`config.mk`:
```
export PLATFORM = sky130hd
export DESIGN_NAME = instruction_fetch_unit
export DESIGN_NICKNAME = d
export VERILOG_FILES = /design/src/rtl/instruction_fetch_unit.sv
export SDC_FILE = /design/constraint.sdc
export NUM_CORES = 1
export LEC_CHECK = 0
export BUFFER_PORTS_ARGS = -buffer_cell sky130_fd_sc_hd__buf_2
export CAP_MARGIN = 15
export CORE_UTILIZATION = 47
export DETAILED_ROUTE_END_ITERATION = 8
export PLACE_DENSITY = 0.71
export SYNTH_ARGS = -nofsm -noshare
export SYNTH_HDL_FRONTEND = slang
export SYNTH_SLANG_ARGS = --single-unit
```
`constraint.sdc`:
```
create_clock -name CLK -period 2.44 [get_ports CLK]
set_input_delay 0.488 -clock CLK [delete_from_list [all_inputs] [get_ports CLK]]
set_output_delay 0.488 -clock CLK [all_outputs]
set_load 0.01 [all_outputs]
```
`src/rtl/instruction_fetch_unit.sv`:
```
// Fetch stage: owns the PC, issues one instruction-memory read at a time and hands each word to
// the instruction register over valid/ready. Define FETCH_TIMEOUT_EN to add the sticky timeout.
module instruction_fetch_unit #(
  parameter int unsigned           WORD_SIZE      = 19,
  parameter int unsigned           ADDR_WIDTH     = 12,
  parameter logic [ADDR_WIDTH-1:0] RESET_PC       = '0,
  parameter int unsigned           TIMEOUT_CYCLES = 16
) (
  input  logic                  CLK,
  input  logic                  RST,
  input  logic                  enable,
  input  logic                  jump,
  input  logic [ADDR_WIDTH-1:0] jump_addr,
  output logic                  mem_req,
  output logic [ADDR_WIDTH-1:0] mem_addr,
  input  logic                  mem_ack,
  input  logic [WORD_SIZE-1:0]  mem_rdata,
  output logic [WORD_SIZE-1:0]  INSTR,
  output logic                  instr_valid,
  input  logic                  instr_ready,
  output logic [ADDR_WIDTH-1:0] pc,
  output logic                  fetch_error
);

  typedef enum logic [1:0] {
    StIdle,
    StFetch,
    StValid
`ifdef FETCH_TIMEOUT_EN
    , StError
`endif
  } state_e;

  state_e                state_q;
  logic                  pend_q;
  logic [ADDR_WIDTH-1:0] pend_addr_q;

`ifdef FETCH_TIMEOUT_EN
  localparam int unsigned CntW = $clog2(TIMEOUT_CYCLES + 1);
  logic [CntW-1:0] cnt_q;
`else
  assign fetch_error = 1'b0;
`endif

  always_ff @(posedge CLK or posedge RST) begin
    if (RST) begin
      state_q     <= StIdle;
      pc          <= RESET_PC;
      mem_addr    <= RESET_PC;
      mem_req     <= 1'b0;
      instr_valid <= 1'b0;
      INSTR       <= '0;
      pend_q      <= 1'b0;
      pend_addr_q <= '0;
`ifdef FETCH_TIMEOUT_EN
      cnt_q       <= '0;
      fetch_error <= 1'b0;
`endif
    end else begin
`ifdef FETCH_TIMEOUT_EN
      // Only an ack-less, jump-less FETCH cycle keeps the count alive.
      cnt_q <= '0;
`endif
      unique case (state_q)
        StIdle: begin
          if (jump) pc <= jump_addr;
          if (enable) begin
            state_q  <= StFetch;
            mem_req  <= 1'b1;
            mem_addr <= jump ? jump_addr : pc;
          end
        end
        StFetch: begin
          if (mem_ack) begin
            if (jump || pend_q) begin
              // Redirected while in flight: drop the data, reissue at the newest target.
              pc       <= jump ? jump_addr : pend_addr_q;
              mem_addr <= jump ? jump_addr : pend_addr_q;
              pend_q   <= 1'b0;
            end else begin
              INSTR       <= mem_rdata;
              instr_valid <= 1'b1;
              pc          <= pc + ADDR_WIDTH'(1);
              mem_req     <= 1'b0;
              state_q     <= StValid;
            end
          end else if (jump) begin
            pend_q      <= 1'b1;
            pend_addr_q <= jump_addr;
          end
`ifdef FETCH_TIMEOUT_EN
          else if (cnt_q == CntW'(TIMEOUT_CYCLES - 1)) begin
            mem_req     <= 1'b0;
            fetch_error <= 1'b1;
            pend_q      <= 1'b0;
            state_q     <= StError;
          end else begin
            cnt_q <= cnt_q + CntW'(1);
          end
`endif
        end
        StValid: begin
          if (jump || instr_ready) begin
            instr_valid <= 1'b0;
            if (jump) pc <= jump_addr;
            if (enable) begin
              state_q  <= StFetch;
              mem_req  <= 1'b1;
              mem_addr <= jump ? jump_addr : pc;
            end else begin
              state_q <= StIdle;
            end
          end
        end
`ifdef FETCH_TIMEOUT_EN
        StError: state_q <= StError;
`endif
        default: state_q <= StIdle;
      endcase
    end
  end

endmodule

```
# Word level (Yosys, flattened, before mapping)
# Cells that the tools add are included.
# totals
register_bits	60
input_bits	37
out_inout_bits	46
# classes
n_addsub	1
eq_ne	8
mux	29
bitwise	2
reduce_logical	14
# op_table
cell	n
12-bit two-way mux	9
12-bit case mux with 3 select lines	2
4-bit AND reduction	4
12-bit by 1-bit adder with 12-bit output (second input constant)	1
1-bit two-way mux	11
2-bit inequality test (second input constant)	5
3-bit AND reduction	3
2-bit two-way mux	4
2-bit case mux with 3 select lines	1
2-bit nonzero test	2
1-bit case mux with 3 select lines	1
3-bit nonzero test	1
2-bit by 1-bit equality test with 1-bit output (second input constant)	1
2-bit equality test (second input constant)	1
2-bit zero test	1
1-bit logical OR	2
2-bit by 1-bit inequality test with 1-bit output (second input constant)	1
1-bit NOT	2
1-bit case mux with 2 select lines	1
2-bit AND reduction	1

# Depth between registers and ports, before layout
# logic_depth
ltp_word	4
mapped_depth	7
depth_no_buf	5

# Least setup slack after synthesis
# Ideal clock, no wire load.
# synth_timing
path_kind	reg2reg
from	reg state_q[0]
to	reg mem_addr[8]
arrival_time_ns	1.585
slack_ns	0.727
stages_incl_launch_ff	7
synth_period_minus_slack_ns	1.713
path_cell_list	dfrtp_1 -> nor2b_2 -> and3_1 -> buf_6 -> nor3_4 -> buf_6 -> mux2_1
# synth_between
elab_chain_cells	3
elab_cells_between_ends	9
classes_between	eq/ne (5); mux (1); reduce/logical (3)
# synth_rtl
item	line_no	source
start, declared	34	state_e state_q;
start signal, assigned	47	state_q <= StIdle;
start signal, assigned	68	state_q <= StFetch;
start signal, assigned	85	state_q <= StValid;
2-bit by 1-bit equality test with 1-bit output, or another cell as far along	64	unique case (state_q)
2-bit inequality test (no source line) or 3-bit nonzero test (tied branches)	--	
4-bit AND reduction (no source line)	--	
end signal, assigned	70	mem_addr <= jump ? jump_addr : pc;
end signal, assigned	78	mem_addr <= jump ? jump_addr : pend_addr_q;
end signal, assigned	109	mem_addr <= jump ? jump_addr : pc;
end, declared	15	output logic [ADDR_WIDTH-1:0] mem_addr,
# Parallel ways exist; a longest one is shown, timed or not.
# A chain may end at the register's enable or synchronous reset.

# Worst setup path after layout
# layout_timing
from	reg state_q[1]
to	reg mem_addr[5]
# Same word-level chain as after synthesis.

==> key figures <==
Outcome
  – Status: finished, final reports clean

STA
  – Final Setup Violations: 0
  – Worst-Margin Slew: about 0.56 ns
  – Minimum clock period: around 1.9 ns
  – PnR worst setup slack: between 0.5 and 0.6 ns
  – Setup TNS: 0 ns
  – Final hold violation count: 0
  – RSZ-0062 raised after global routing: false
  – Fmax: about 0.52 GHz
  – Max_slew headroom: 62.2%
  – Final period utilization: between 70% and 80%
  – Final Skew: between 0.003 and 0.004 ns
  – Fin. max-slew vios: 0

Drt
  – Routed WL: 7.09 mm
  – Drt pass-1 iters: 4
  – Drt wl/cell: about 15 um
  – ANT nets after route: 0
  – Drt drc: 0
  – Via count: ~2.6k
  – Detailed router's first-iteration violation count: between 100 and 150
  – Vias per cell: between 5 and 6

Worst setup path
  – CP Data Required Time: roughly 2.7 ns
  – Startpoint Class: flip-flop
  – Crit Path Class: flip-flop to flip-flop
  – Critical path fanouts, max: 9
  – CP arrival: about 2.1 ns
  – CP Capture Type: flip-flop

GRT
  – GR Overflow Total: 0
  – M2 GR Usage: between 30% and 40%
  – Largest net degree at the start of global routing: 61
  – Initial antenna violation count: 0
  – Vias in the first global route: between 2k and 2.5k
  – Total GRT Usage: 23.1%
  – Met1 usage: between 20% and 30%
  – First-pass GRT wire length: between 10 and 15 mm
  – Most Used Layer, Global Route: met2
  – GRT met3 Usage: a little under 8%

Clock network
  – H-tree levels: 3
  – Post-CTS Setup Repair Bufs: 0
  – Total CTS buffers: 9
  – Post-CTS Hold Fix Bufs: 0
  – TritonCTS clock tree: built
  – Clk slew on worst S/H paths: 0.06 ns
  – Clock root buffer: clkbuf_8
  – Post-CTS Resized: 0
  – Clock Latency Late Sink: roughly 0.33 ns
  – Clock tree buffer depth: 2
  – CTS Sinks: 60

Cells and area
  – # diodes: 0
  – Layout cells sized above 1: between 30% and 40%
  – Fill cells: around 540
  – Sequential cell area: 1500 um2
  – Final net count: ~440
  – Syn-to-layout area delta: 23.4%
  – Multi-input logic area: approximately 1400 um2

Synthesis
  – Dominant register cell in the synthesized netlist: dfrtp_1
  – #FFs+latches synth: 60
  – Ys Warns: 0
  – Async set-reset flop share out of synthesis: 100%
  – Mean cell area of the mapped netlist: around 10 um2
  – Post-Syn Nets: 346
  – Gate Count Post-Synth: around 310
  – Number of enable flip-flop cells after synthesis: 0
  – Netlist cell types: 48
  – Cell Area, Synth: around 3000 um2
  – Share of the synthesized area in the top cell type: about half
  – Synth area leader: dfrtp_1
  – Seq/Total Area, Yosys: between 40% and 50%
  – Synth top area cells: dfrtp_1, nand2_1, mux2_2

Placed design
  – Gpl congestion: between 0.8 and 0.9
  – DPL Wire Length: around 5.0 mm
  – Port buffer count: 81
  – Dpl ws: approximately 0.38 ns

Die
  – Total core area: 6100 um2
  – Initial Utilization: 49.9%
  – Io pins: 83
  – Chip height: 82.5 um
  – Chip Width: a little over 80 um
  – Die footprint: slightly below 7000 um2
  – Number of cell rows: 28

Flow run
  – Max Cap Viol: 0

Power and ir drop
  – Pleak: between 0.0015 and 0.002 uW
  – Max IR drop VDD: roughly 810 uV
  – Power Density: ~1300 nW/um2

Hold path
  – Min-delay worst type: input port to asynchronous set/reset pin
power by group:
part           leakage (uW)  total [uW]  internal (uW)  switching (uW)
clock             0.0000983         871            515             357
combinational       0.00103        2140           1010            1130
sequential         0.000718        1880           1480             400
total               0.00185        4890           3000            1890
synthesized netlist by cell type (all sizes together), types with 4 or more instances:
master / n
o21ai: 10
a21oi: 17
nor2: 14
mux2i: 10
nand2: 74
o311ai: 4
nand3: 7
nand2b: 7
inv: 9
dfrtp: 60
nor3: 4
nand4: 4
mux2: 23
buf: 13
nand4bb: 4
clkbuf: 6
placed cells by master, fill, tap and decap left out, types with 4 or more instances in the layout:
| cell type | count |
|---|---|
| nand2_1 | 74 |
| nand4bb_1 | 4 |
| nor2_1 | 14 |
| o311ai_0 | 4 |
| a21oi_1 | 17 |
| clkbuf_8 | 11 |
| mux2_1 | 6 |
| buf_4 | 16 |
| buf_2 | 81 |
| mux2_2 | 17 |
| nand3_1 | 7 |
| nand4_1 | 4 |
| o21ai_0 | 10 |
| mux2i_1 | 10 |
| inv_1 | 7 |
| nand2b_1 | 6 |
| dfrtp_1 | 60 |
area by class of cell:
class	count	area share, %
Inverter	9	0.899
Clock buffer	12	4.13
Multi-Input combinational cell	220	37.1
Clock inverter	2	0.932
Timing Repair Buffer	98	14.5
Sequential cell	60	40.0
Tap cell	75	2.50
flip-flops by register name, indices dropped and copies added, names as in the netlist:
| name | flops |
|---|---|
| instr_valid | 1 |
| state_q | 2 |
| mem_req | 1 |
| mem_addr | 12 |
| pend_q | 1 |
| INSTR | 19 |
| pc | 12 |
| pend_addr_q | 12 |
through the flow:
| step | std cells | util [%] | hold slack, ns | total power (uW) | area [um2] |
|---|---|---|---|---|---|
| 6_report | 476 | 61.6 | 0.207 | 4890 | 3760 |
| 5_1_grt | 476 | 61.6 | 0.236 | 5270 | 3760 |
| 4_1_cts | 476 | 61.6 | 0.210 | 4920 | 3760 |
| 3_5_place_dp | 462 | 58.5 | 0.461 | 4020 | 3570 |
| 3_3_place_gp | 462 | 58.5 | 0.455 | 3970 | 3570 |
| 2_1_floorplan | 308 | - | 0.473 | 3240 | 3040 |
kinds of logic (layout without fill, tap and decap cells):
| group | after synthesis | count (layout) | share of synthesized area [%] |
|---|---|---|---|
| AO/OA/AOI/OAI | 57 | 57 | 12.5 |
| adder cells (fa/ha/maj) | 1 | 1 | 0.411 |
| buffers and inverters | 28 | 121 | 4.93 |
| flip-flops | 60 | 60 | 49.3 |
| multiplexers | 33 | 33 | 11.8 |
| other | 1 | 1 | 0.123 |
| AND/OR/NAND/NOR | 128 | 128 | 20.9 |
routing by layer:
| metal | up-vias | part of all wire [%] |
|---|---|---|
| met5 | - | 0 |
| met4 | 0 | 1.7 |
| met3 | 12 | 7.2 |
| met2 | 112 | 46 |
| met1 | 1237 | 45 |
| li1 | 1258 | - |
worst max-delay path, cell delays in order, from the launching register on:
cell and delay (ns):
dfrtp_1 0.48, nand2b_1 0.23, a22o_1 0.28, nor3_4 0.25, buf_4 0.21, mux2_1 0.33
final timing paths:
| path | start | end | slack, ns | cells past startpoint |
|---|---|---|---|---|
| max | state_q[1]$_DFFE_PP0P_ | mem_addr[5]$_DFFE_PP0P_ | 0.53 | 5 |
| min | RST | INSTR[15]$_DFFE_PP0P_ | 0.21 | 3 |
| max reg2reg | state_q[1]$_DFFE_PP0P_ | mem_addr[5]$_DFFE_PP0P_ | 0.53 | 5 |
| min reg2reg | INSTR[0]$_DFFE_PP0P_ | INSTR[0]$_DFFE_PP0P_ | 0.47 | 2 |
| max in group asynchronous | RST | pc[5]$_DFFE_PP0P_ | 1.97 | 3 |
| min in group CLK | mem_rdata[15] | INSTR[15]$_DFFE_PP0P_ | 0.34 | 3 |
Note: power is estimated with default switching activity, not from simulation.
